<file path="config.mk">
export PLATFORM = sky130hd
export DESIGN_NAME = mux_n_arbitrado
export DESIGN_NICKNAME = d
export VERILOG_FILES = /design/src/rtl/mux_n_arbitrado.sv
export SDC_FILE = /design/constraint.sdc
export NUM_CORES = 1
export LEC_CHECK = 0
export CORE_MARGIN = 3
export CORE_UTILIZATION = 50
export DETAILED_ROUTE_END_ITERATION = 12
export DONT_BUFFER_PORTS = 1
export PLACE_DENSITY = 0.72
export SLEW_MARGIN = 20
export SYNTH_ARGS = -nofsm -noshare
export SYNTH_HDL_FRONTEND = slang
export SYNTH_SLANG_ARGS = --single-unit
export TNS_END_PERCENT = 50
</file>
<file path="constraint.sdc">
create_clock -name Clock -period 2.7 [get_ports Clock]
set_clock_uncertainty 0.1 [all_clocks]
set_input_delay 0.405 -clock Clock [delete_from_list [all_inputs] [get_ports Clock]]
set_output_delay 0.405 -clock Clock [all_outputs]
set_load 0.05 [all_outputs]
</file>
<file path="src/rtl/mux_n_arbitrado.sv">
// N-channel multiplexer with fixed-select or round-robin arbitration feeding a
// single registered output stage with a valid/ready handshake.
module mux_n_arbitrado #(
    parameter int unsigned WIDTH = 32,
    parameter int unsigned N     = 4,
    parameter int unsigned SELW  = 2
) (
    input  logic                 Clock,
    input  logic                 Reset,
    input  logic [N*WIDTH-1:0]   entrada,
    input  logic [N-1:0]         entrada_valida,
    output logic [N-1:0]         entrada_pronta,
    input  logic [SELW-1:0]      controle,
    input  logic                 modo,
    output logic [WIDTH-1:0]     saida,
    output logic                 saida_valida,
    input  logic                 saida_pronta,
    output logic [SELW-1:0]      canal_saida
);

    if (int'(SELW) < $clog2(N) || N < 2) begin : gen_param_check
        $error("mux_n_arbitrado: SELW=%0d too small for N=%0d", SELW, N);
    end

    logic [WIDTH-1:0] saida_q, saida_d;
    logic             valida_q, valida_d;
    logic [SELW-1:0]  canal_q, canal_d;
    logic [SELW-1:0]  ultimo_q, ultimo_d;

    logic             livre;
    logic             grant_fix, grant_rr, grant;
    logic [SELW-1:0]  idx_fix, idx_rr, idx_hi, idx_any, g;
    logic             any_hi, any_all;
    logic [N-1:0]     mask_hi, valid_hi;
    logic [WIDTH-1:0] dado;

    // A new word may enter in the same cycle the held one drains.
    assign livre = !valida_q || saida_pronta;

    // Fixed mode: out-of-range selects never match any channel.
    always_comb begin
        grant_fix = 1'b0;
        idx_fix   = '0;
        for (int i = 0; i < int'(N); i++) begin
            if (controle == SELW'(i) && entrada_valida[i]) begin
                grant_fix = 1'b1;
                idx_fix   = SELW'(i);
            end
        end
    end

    // Round-robin: prefer the lowest valid channel above ultimo, else wrap to the lowest.
    always_comb begin
        mask_hi = '0;
        for (int i = 0; i < int'(N); i++) begin
            mask_hi[i] = (i > int'(ultimo_q));
        end
    end

    assign valid_hi = entrada_valida & mask_hi;

    always_comb begin
        any_hi  = 1'b0;
        any_all = 1'b0;
        idx_hi  = '0;
        idx_any = '0;
        for (int i = int'(N) - 1; i >= 0; i--) begin
            if (valid_hi[i]) begin
                any_hi = 1'b1;
                idx_hi = SELW'(i);
            end
            if (entrada_valida[i]) begin
                any_all = 1'b1;
                idx_any = SELW'(i);
            end
        end
    end

    always_comb begin
        grant_rr = any_all;
        idx_rr   = any_hi ? idx_hi : idx_any;
    end

    always_comb begin
        grant = 1'b0;
        g     = '0;
        if (!Reset && livre) begin
            grant = modo ? grant_rr : grant_fix;
            g     = modo ? idx_rr : idx_fix;
        end
    end

    always_comb begin
        entrada_pronta = '0;
        dado           = '0;
        for (int i = 0; i < int'(N); i++) begin
            if (g == SELW'(i)) begin
                entrada_pronta[i] = grant;
                dado              = entrada[i*WIDTH +: WIDTH];
            end
        end
    end

    always_comb begin
        saida_d  = saida_q;
        valida_d = valida_q;
        canal_d  = canal_q;
        ultimo_d = ultimo_q;
        if (grant) begin
            saida_d  = dado;
            canal_d  = g;
            valida_d = 1'b1;
            if (modo) begin
                ultimo_d = g;
            end
        end else if (valida_q && saida_pronta) begin
            valida_d = 1'b0;
        end
    end

    always_ff @(posedge Clock) begin
        if (Reset) begin
            saida_q  <= '0;
            valida_q <= 1'b0;
            canal_q  <= '0;
            ultimo_q <= SELW'(N - 1);
        end else begin
            saida_q  <= saida_d;
            valida_q <= valida_d;
            canal_q  <= canal_d;
            ultimo_q <= ultimo_d;
        end
    end

    assign saida        = saida_q;
    assign saida_valida = valida_q;
    assign canal_saida  = canal_q;

endmodule

</file>
==> results of run 1 <==
## sequential cells by signal, summed over array words and instances, names as in the netlist
register      cells
canal_saida       2
saida            32
saida_valida      1
ultimo_q          2
## worst max-delay path by stage
stage / from / to / slack, ns
after floorplan: entrada_valida[1] / entrada_pronta[3] / -0.11
final: ultimo_q[0]$_SDFFE_PP1P_ / entrada_pronta[3] / 0.17
after CTS: ultimo_q[0]$_SDFFE_PP1P_ / entrada_pronta[3] / 0.15
after global placement: entrada_valida[3] / saida[27]$_SDFFE_PP0P_ / 0.42
after detailed placement: entrada_valida[3] / saida[25]$_SDFFE_PP0P_ / 0.36
after global routing: ultimo_q[1]$_SDFFE_PP1P_ / entrada_pronta[3] / 0.06
## Yosys cell counts, drive strengths merged
| library cell | number | area share, % |
|---|---|---|
| a211o | 1 | 0.33 |
| a211oi | 25 | 12 |
| a21o | 1 | 0.28 |
| a21oi | 4 | 0.75 |
| a31oi | 1 | 0.24 |
| and2 | 2 | 0.47 |
| and2b | 1 | 0.28 |
| and3b | 1 | 0.33 |
| buf | 11 | 3.7 |
| clkbuf | 12 | 1.7 |
| dfxtp | 37 | 28 |
| inv | 2 | 0.28 |
| mux2 | 24 | 13 |
| mux2i | 42 | 16 |
| mux4 | 1 | 0.85 |
| nand2 | 6 | 0.85 |
| nand2b | 2 | 0.47 |
| nand3 | 9 | 1.7 |
| nor2 | 51 | 7.2 |
| nor2b | 3 | 0.71 |
| nor3 | 1 | 0.38 |
| nor3b | 1 | 0.28 |
| nor4b | 1 | 0.33 |
| o2111ai | 1 | 0.33 |
| o211ai | 3 | 0.85 |
| o21ai | 24 | 4.9 |
| o221ai | 9 | 3.0 |
| o32ai | 1 | 0.33 |
| or3 | 1 | 0.24 |
| or4 | 1 | 0.42 |
## report_power, final
part	leakage, nW	total (W)	internal [W]	switching, W
Sequential	0.307	0.000868	0.000610	0.000258
Clock	0.0450	0.000377	0.000179	0.000198
Combinational	0.688	0.000402	0.000184	0.000218
Total	1.04	0.00165	0.000974	0.000673
## metrics by stage
| step | TNS, ns | utilization [%] |
|---|---|---|
| finish | 0 | 57.62 |
| global route | 0 | 57.62 |
| CTS | 0 | 57.62 |
| detailed placement | 0 | 55.95 |
| global placement | 0 | 55.95 |
| floorplan | -0.1840 | - |
## worst max-delay path: cells and delay by family (launching register included)
| kind | cells | cell delay (ns) |
|---|---|---|
| buffers and inverters | 2 | 0.42 |
| and+or+nand+nor | 2 | 0.53 |
| AOI/OAI and AO/OA | 2 | 0.42 |
| DFF | 1 | 0.37 |
## cell type report
class	count	area, um2	area share, %
multi-input cells	217	1790	62.87
flip-flops and latches	37	740.7	26.01
repair buffers	14	142.6	5.009
well taps	67	83.83	2.944
clock buffers	6	72.57	2.548
clock inverters	2	10.01	0.3515
inverters	2	7.507	0.2636
## layer usage
layer | global-route usage, % | share of wire, %
met4 | 6.529 | 1.4
met3 | 6.122 | 9.3
met5 | 0 | 0
met2 | 37.01 | 52
met1 | 22.74 | 37
## kinds of logic after synthesis
logic type             synth area share (%)
AO/OA/AOI/OAI                         22.85
buffers and inverters                 5.641
flip-flops                            27.83
multiplexers                          30.04
AND/OR/NAND/NOR                       13.63
==> results_dict.tcl, run 1 <==
set metrics [dict create \
    syn_area_per_cell_um2 9.539 \
    worstSetupEndpointType "output port" \
    crit_required_ns 2.19 \
    fp.dieW_um 78.96 \
    grt_max_degree 38 \
    final_cell_area_mm2 0.002848 \
    drt_first_pass_iters 4 \
    worstHoldPathType "in2reg" \
    root_buffer "clkbuf_8" \
    syn_nets 417 \
    hold_viol_final 0 \
    area_growth_pct 7.005 \
    slew_headroom_pct 64.76 \
    max_stage_delay_ns 0.38 \
    synth_cells 279 \
    min_from "Reset" \
    grt_overflow 0 \
    insertedDiodeCount 0 \
    synth_seq_cells 37 \
    ff2ff_setup_slack_ns 0.41 \
    rows 25 \
    wl_mm 6.696 \
    clk_pin_slew_worst_paths_ns 0.07 \
    die_h_um 78.96 \
    grt_pass1_vias 2134 \
    pre_cts_ws_ns 0.3650 \
    place_congestion 0.7248 \
    path_cells "nor2b_1 -> o21ai_4 -> a211oi_4 -> buf_4 -> nor2b_1 -> buf_4" \
    grt_pass1_wl_mm 10.19 \
    fillers 467 \
    cp.arrival_ns 2.03 \
    ff2ff_path_depth 7 \
    dr.first_iter.drc_count 131 \
    r2r-end "saida[25]$_SDFFE_PP0P_" \
    slew_violations 0 \
    fmax_mhz 395.0 \
    cp-start-kind "register" \
    cts-htree-levels 2 \
    drive_above_1_share_pct 27.34 \
    holdBufCountCts 0 \
    dp.cells 337 \
    cts_resized 0 \
    insertion_delay_ns 0.28 \
    syn_area_mm2 0.002661 \
    rsz0062_at_grt "no" \
    seq_area_frac_synth_pct 27.83 \
    route.detailed.drc 0 \
    clockBufferDepth 2 \
    vias_per_cell 6.243 \
    portBuffers 0 \
    crit_type "reg2out" \
    post_dp_cell_area_mm2 0.002765 \
    crit_path_max_fanout 6 \
    instances_no_fill 345 \
    cts_tree "yes" \
    antenna_found_initial 0 \
    ys_types 39 \
    fin_crit_ns 2.532 \
    post_cts_buffers 0 \
    die-area_mm2 0.006234 \
    initial_core_util_pct 53.85 \
    leakagePower_nw 1.040 \
    yosys_warnings 0 \
    nets 415 \
    max_cap_violations 0 \
    period_share_pct 93.77 \
    mostFrequentLayoutCells "nor2_1 (50), mux2i_1 (42), dfxtp_1 (37)" \
    final_common_cell "nor2_1" \
    fin_hold_ws_ns 0.07844 \
    worstHoldPathCells 1 \
    wire_per_inst_um 19.41 \
    ir_worst_vdd_v 0.0003262 \
    ant_nets 0 \
    num_vias 2154 \
    outcome "completed" \
    cts_made_buffers 5 \
    clock-sinks 37 \
    setup_slack_ns 0.1682 \
    grt_usage_pct 20.40 \
    p_total_w 0.001646 \
    dp_hpwl_mm 5.156 \
    hold_path_end "saida_valida$_SDFFE_PP0P_" \
    cp_slowest_cell "nor2b_1" \
    core_area_mm2 0.004942 \
    io_pins 177 \
    r2r_start "ultimo_q[0]$_SDFFE_PP1P_" \
    power_density_mw_per_mm2 578.2 \
    tightest_slew_ns 0.5212 \
    setup_viol 0 \
]
(Power assumes the default switching activity.)
==> inputs of run 2 (changes only) <==
--- a/config.mk
+++ b/config.mk
@@ -10,6 +10,7 @@
 export DETAILED_ROUTE_END_ITERATION = 12
 export DONT_BUFFER_PORTS = 1
 export PLACE_DENSITY = 0.72
+export SETUP_SLACK_MARGIN = 0.1
 export SLEW_MARGIN = 20
 export SYNTH_ARGS = -nofsm -noshare
 export SYNTH_HDL_FRONTEND = slang
==> run 2 against run 1 <==
Compared with the run above: final cell count fell by 0.29%; worst hold slack improved by 0.0051 ns; core utilization rose by 0.73 points; largest cell class unchanged; largest power group unchanged.
==> results_dict.tcl, run 2 (synthesis results as in run 1) <==
set metrics [dict create \
    vias_per_cell 6.064 \
    crit_required_ns 2.19 \
    cts-htree-levels 2 \
    num_vias 2086 \
    rsz0062_at_grt "no" \
    p_total_w 0.001667 \
    area_growth_pct 8.369 \
    ff2ff_setup_slack_ns 0.49 \
    cp-start-kind "register" \
    core_area_mm2 0.004942 \
    grt_usage_pct 21.05 \
    final_common_cell "nor2_1" \
    portBuffers 0 \
    crit_path_max_fanout 9 \
    mostFrequentLayoutCells "nor2_1 (50), mux2i_1 (42), dfxtp_1 (35)" \
    io_pins 177 \
    path_cells "and3b_1 -> a31oi_1 -> a21o_1 -> a211oi_4 -> buf_4 -> nor2b_2 -> buf_12" \
    post_dp_cell_area_mm2 0.002793 \
    slew_headroom_pct 63.82 \
    grt_overflow 0 \
    place_congestion 0.8293 \
    antenna_found_initial 0 \
    tightest_slew_ns 0.5420 \
    insertedDiodeCount 0 \
    power_density_mw_per_mm2 577.9 \
    min_from "Reset" \
    grt_pass1_vias 2091 \
    final_cell_area_mm2 0.002884 \
    rows 25 \
    fin_crit_ns 2.487 \
    r2r_start "ultimo_q[1]$_SDFFE_PP1P_" \
    fmax_mhz 402.1 \
    holdBufCountCts 0 \
    worstHoldPathCells 1 \
    leakagePower_nw 1.046 \
    die-area_mm2 0.006234 \
    initial_core_util_pct 53.85 \
    root_buffer "clkbuf_8" \
    fin_util_pct 58.35 \
    cts_made_buffers 5 \
    hold_path_end "canal_saida[1]$_SDFFE_PP0P_" \
    crit_path_start "ultimo_q[1]$_SDFFE_PP1P_" \
    ant_nets 0 \
    cp_slowest_cell "dfxtp_2" \
    clk_pin_slew_worst_paths_ns 0.07 \
    clockBufferDepth 2 \
    drive_above_1_share_pct 28.52 \
    cp.arrival_ns 1.98 \
    ir_worst_vdd_v 0.0002306 \
    nets 415 \
    ff2ff_path_depth 8 \
    dp_hpwl_mm 5.261 \
    hold_viol_final 0 \
    r2r-end "saida[23]$_SDFFE_PP0P_" \
    cts_tree "yes" \
    die_h_um 78.96 \
    period_share_pct 92.12 \
    wl_mm 6.755 \
    grt_max_degree 38 \
    insertion_delay_ns 0.28 \
    slew_violations 0 \
    max_stage_delay_ns 0.39 \
    grt_pass1_wl_mm 10.51 \
    fp.dieW_um 78.96 \
    setup_viol 0 \
    clock-sinks 37 \
    worstSetupEndpointType "output port" \
    wire_per_inst_um 19.64 \
    max_cap_violations 0 \
    outcome "completed" \
    route.detailed.drc 0 \
    drt_first_pass_iters 4 \
    finalSetupTns_ns 0 \
    crit_type "reg2out" \
    worstHoldPathType "in2reg" \
    dr.first_iter.drc_count 74 \
    largest_register_ffs 32 \
]
[run 2: final cells by class]
class                   count  area (um2)
flip-flops and latches     37       743.2
clock buffers               7       86.33
multi-input cells         217        1795
well taps                  67       83.83
fillers                   461        2058
inverters                   2       7.507
repair buffers             14       167.7
[run 2: worst max-delay path by stage]
stage | to | depth (start not counted)
floorplan | entrada_pronta[0] | 6
global placement | entrada_pronta[3] | 7
detailed placement | saida[3]$_SDFFE_PP0P_ | 8
CTS | entrada_pronta[3] | 7
global route | entrada_pronta[3] | 7
finish | entrada_pronta[3] | 7
[run 2: metal layers]
layer / global-route usage, % / vias to the layer above / part of all wire [%]
met5: 0 / - / 0
met4: 4.639 / 0 / 0.71
met3: 7.143 / 4 / 9.7
met2: 36.93 / 98 / 51
met1: 24.84 / 961 / 38
li1: - / 1023 / -
[run 2: report_power, final]
part	internal [W]	total (W)	leakage (nW)	switching, W
Combinational	0.000190	0.000405	0.696	0.000216
Sequential	0.000611	0.000870	0.306	0.000259
Clock	0.000203	0.000391	0.0443	0.000188
[run 2: critical path, delay by kind of cell (launching register included)]
family	cells	cell delay [ns]
AND/OR/NAND/NOR	2	0.39
flip-flops	1	0.39
AO/OA/AOI/OAI	3	0.53
buffers and inverters	2	0.39
[run 2: through the flow]
stage          hold slack (ns)  worst slack (ns)  cells
5_1_grt                0.06995            0.1122    344
3_3_place_gp            0.3750            0.4325    337
3_5_place_dp            0.3777            0.4048    337
2_1_floorplan           0.3741          -0.09424    279
4_1_cts                0.07658            0.1490    344
6_report               0.08356            0.2128    344
[run 2: timing repair]
item / in CTS / in global routing
endpoints found under the setup margin: 0 / 4
resized for setup: 0 / 3
setup buffers: 0 / 0
==> inputs of run 3 (changes only) <==
--- a/config.mk
+++ b/config.mk
@@ -5,6 +5,7 @@
 export SDC_FILE = /design/constraint.sdc
 export NUM_CORES = 1
 export LEC_CHECK = 0
+export ABC_CLOCK_PERIOD_IN_PS = 2700
 export CORE_MARGIN = 3
 export CORE_UTILIZATION = 50
 export DETAILED_ROUTE_END_ITERATION = 12
==> constraint.sdc (replaced) <==
create_clock -name Clock -period 2.7 [get_ports Clock]
set_clock_uncertainty 0.1 [all_clocks]
set_input_delay 0.54 -clock Clock [delete_from_list [all_inputs] [get_ports Clock]]
set_output_delay 0.54 -clock Clock [all_outputs]
set_load 0.05 [all_outputs]
==> run 3 against run 2 <==
Compared with the run above: sequential power barely moved; via count rose by 2.3%; design area rose by 1.0%; worst setup slack got worse by 0.028 ns; largest power group unchanged; register-to-register slack got worse by 0.15 ns; total power fell by 0.57%; final cell count rose by 0.58%; wire length rose by 1.2%; sequential cell count did not move.
==> results_dict.tcl, run 3 (synthesis results as in run 1) <==
set metrics [dict create \
    outcome "completed" \
    holdBufCountCts 0 \
    power_frac_comb_pct 25.1 \
    r2r-end "saida[24]$_SDFFE_PP0P_" \
    endpoint "entrada_pronta[3]" \
    drive_above_1_share_pct 29.39 \
    cts_made_buffers 5 \
    antenna_found_initial 0 \
    tightest_slew_ns 0.5431 \
    num_vias 2134 \
    wl_mm 6.839 \
    ff2ff_setup_slack_ns 0.34 \
    wire_per_inst_um 19.77 \
    intPower_w 0.0009899 \
    cts-htree-levels 2 \
    cp_slowest_cell "dfxtp_2" \
    area_growth_pct 9.450 \
    worstHoldPathType "in2reg" \
    grt_pass1_wl_mm 10.28 \
    path_cells "and3b_1 -> a31oi_1 -> a21o_1 -> a211oi_4 -> buf_12 -> nor2b_4 -> buf_12" \
    fin_hold_ws_ns 0.2147 \
    seqPwrFrac_pct 52.5 \
    period_share_pct 93.14 \
    cpMostUsedCell "buf_12" \
    ff2ff_path_depth 9 \
    setup_viol 0 \
    die_h_um 78.96 \
    p_sw_share_pct 40.26 \
    clk_pin_slew_worst_paths_ns 0.07 \
    crit_family "compound AO/OA/AOI/OAI gates" \
    slew_violations 0 \
    fmax_mhz 397.6 \
    max_cap_violations 0 \
    grt_overflow 0 \
    mostFrequentLayoutCells "nor2_1 (49), mux2i_1 (42), dfxtp_1 (35)" \
    hold_viol_final 0 \
    route.detailed.drc 0 \
    crit_buf_inv 2 \
    clockBufferDepth 2 \
    fin_util_pct 58.94 \
    ir_worst_vdd_v 0.0002174 \
    cp-start-kind "register" \
    dp_hpwl_mm 5.321 \
    place_congestion 0.8660 \
    worstSetupEndpointType "output port" \
    core_area_mm2 0.004942 \
    clock-sinks 37 \
    die-area_mm2 0.006234 \
    crit_type "reg2out" \
    rsz0062_at_grt "no" \
    final_common_cell "nor2_1" \
    rows 25 \
    post_dp_cell_area_mm2 0.002805 \
    r2r_start "ultimo_q[1]$_SDFFE_PP1P_" \
    grt_max_degree 47 \
    power_density_mw_per_mm2 568.9 \
    grt_usage_pct 20.99 \
    path_depth 7 \
    cts_tree "yes" \
    final_cell_area_mm2 0.002913 \
    initial_core_util_pct 53.85 \
    insertion_delay_ns 0.28 \
    dr.first_iter.drc_count 48 \
    fp.dieW_um 78.96 \
    portBuffers 0 \
    cp.arrival_ns 1.87 \
    crit_required_ns 2.06 \
    nets 416 \
    ff_latch_area_um2 743.2 \
    multiInputGateArea_mm2 0.001823 \
    root_buffer "clkbuf_8" \
    crit_path_start "ultimo_q[1]$_SDFFE_PP1P_" \
    finalSetupTns_ns 0 \
    slew_headroom_pct 63.74 \
    crit_path_max_fanout 7 \
    leakagePower_nw 1.053 \
    insertedDiodeCount 0 \
    switchingPower_w 0.0006672 \
    ant_nets 0 \
    io_pins 177 \
    largest_register_ffs 32 \
    fillers 465 \
    drt_first_pass_iters 4 \
    vias_per_cell 6.168 \
    grt_pass1_vias 2172 \
    max_stage_delay_ns 0.39 \
    clkPwrFrac_pct 22.4 \
    fin_crit_ns 2.515 \
]
-- run 3: changes by cell type in the layout (fill, tap and decap cells not counted) --
| cell | before | now |
|---|---|---|
| nor2_1 | 50 | 49 |
| o32ai_2 | 0 | 1 |
| and2_4 | 0 | 1 |
| nor2_4 | 0 | 2 |
| nor2_2 | 1 | 0 |
| clkbuf_1 | 1 | 3 |
| clkbuf_8 | 6 | 5 |
| nor2b_2 | 2 | 1 |
| and2_1 | 2 | 1 |
| buf_4 | 9 | 10 |
| nor2b_4 | 0 | 1 |
| o32ai_1 | 1 | 0 |
-- run 3: power groups by stage --
stage	Sequential, W	Clock (W)	Combinational [W]
floorplan	0.000868	0	0.000352
global placement	0.000880	0	0.000404
detailed placement	0.000882	0	0.000416
CTS	0.000870	0.000380	0.000418
global route	0.000876	0.000403	0.000455
finish	0.000870	0.000371	0.000416
-- run 3: worst min path at each step --
| stage | from | end | slack [ns] | cells past startpoint |
|---|---|---|---|---|
| after floorplan | ultimo_q[1]$_SDFFE_PP1P_ | ultimo_q[1]$_SDFFE_PP1P_ | 0.42 | 2 |
| after global placement | ultimo_q[1]$_SDFFE_PP1P_ | ultimo_q[1]$_SDFFE_PP1P_ | 0.46 | 2 |
| after CTS | Reset | canal_saida[1]$_SDFFE_PP0P_ | 0.21 | 1 |
| after global routing | Reset | canal_saida[0]$_SDFFE_PP0P_ | 0.20 | 1 |
| final | Reset | saida_valida$_SDFFE_PP0P_ | 0.21 | 1 |
| after detailed placement | saida_valida$_SDFFE_PP0P_ | saida_valida$_SDFFE_PP0P_ | 0.48 | 2 |
-- run 3: worst register-to-register path: stages, from the launching register on --
cell and delay, ns:
dfxtp_2 0.39, and3b_1 0.18, a31oi_1 0.05, a21o_1 0.23, a211oi_4 0.27, buf_12 0.17, buf_4 0.20, buf_12 0.22
mux2_4 0.32, a211oi_2 0.15
-- run 3: per-layer routing --
metal	GRT usage, %	wire length (um)	share of wire, %	vias up
li1	-	-	-	1024
met1	20.62	2380	35	1009
met2	42.02	3852	56	95
met3	6.009	522	7.6	6
met4	6.014	85	1.2	0
met5	0	0	0	-
-- run 3: through the flow --
step                      cells  setup WS (ns)  power [W]
after floorplan             279        0.09499   0.001219
after global placement      336         0.1663   0.001284
after detailed placement    336         0.1253   0.001298
after CTS                   345        0.09691   0.001668
after global routing        346         0.1177   0.001734
final                       346         0.1851   0.001657
-- run 3: repair_timing --
item	4_1_cts	5_1_grt
pin swaps	1	1
resized for setup	2	2
setup endpoints to repair	3	5
setup buffers	1	1
-- run 3: cell type report --
class	count	area share [%]
multi-input combinational	217	62.59
sequential	37	25.52
timing repair buffer	15	6.014
tap	67	2.878
clock buffer	8	2.749
inverter	2	0.2577
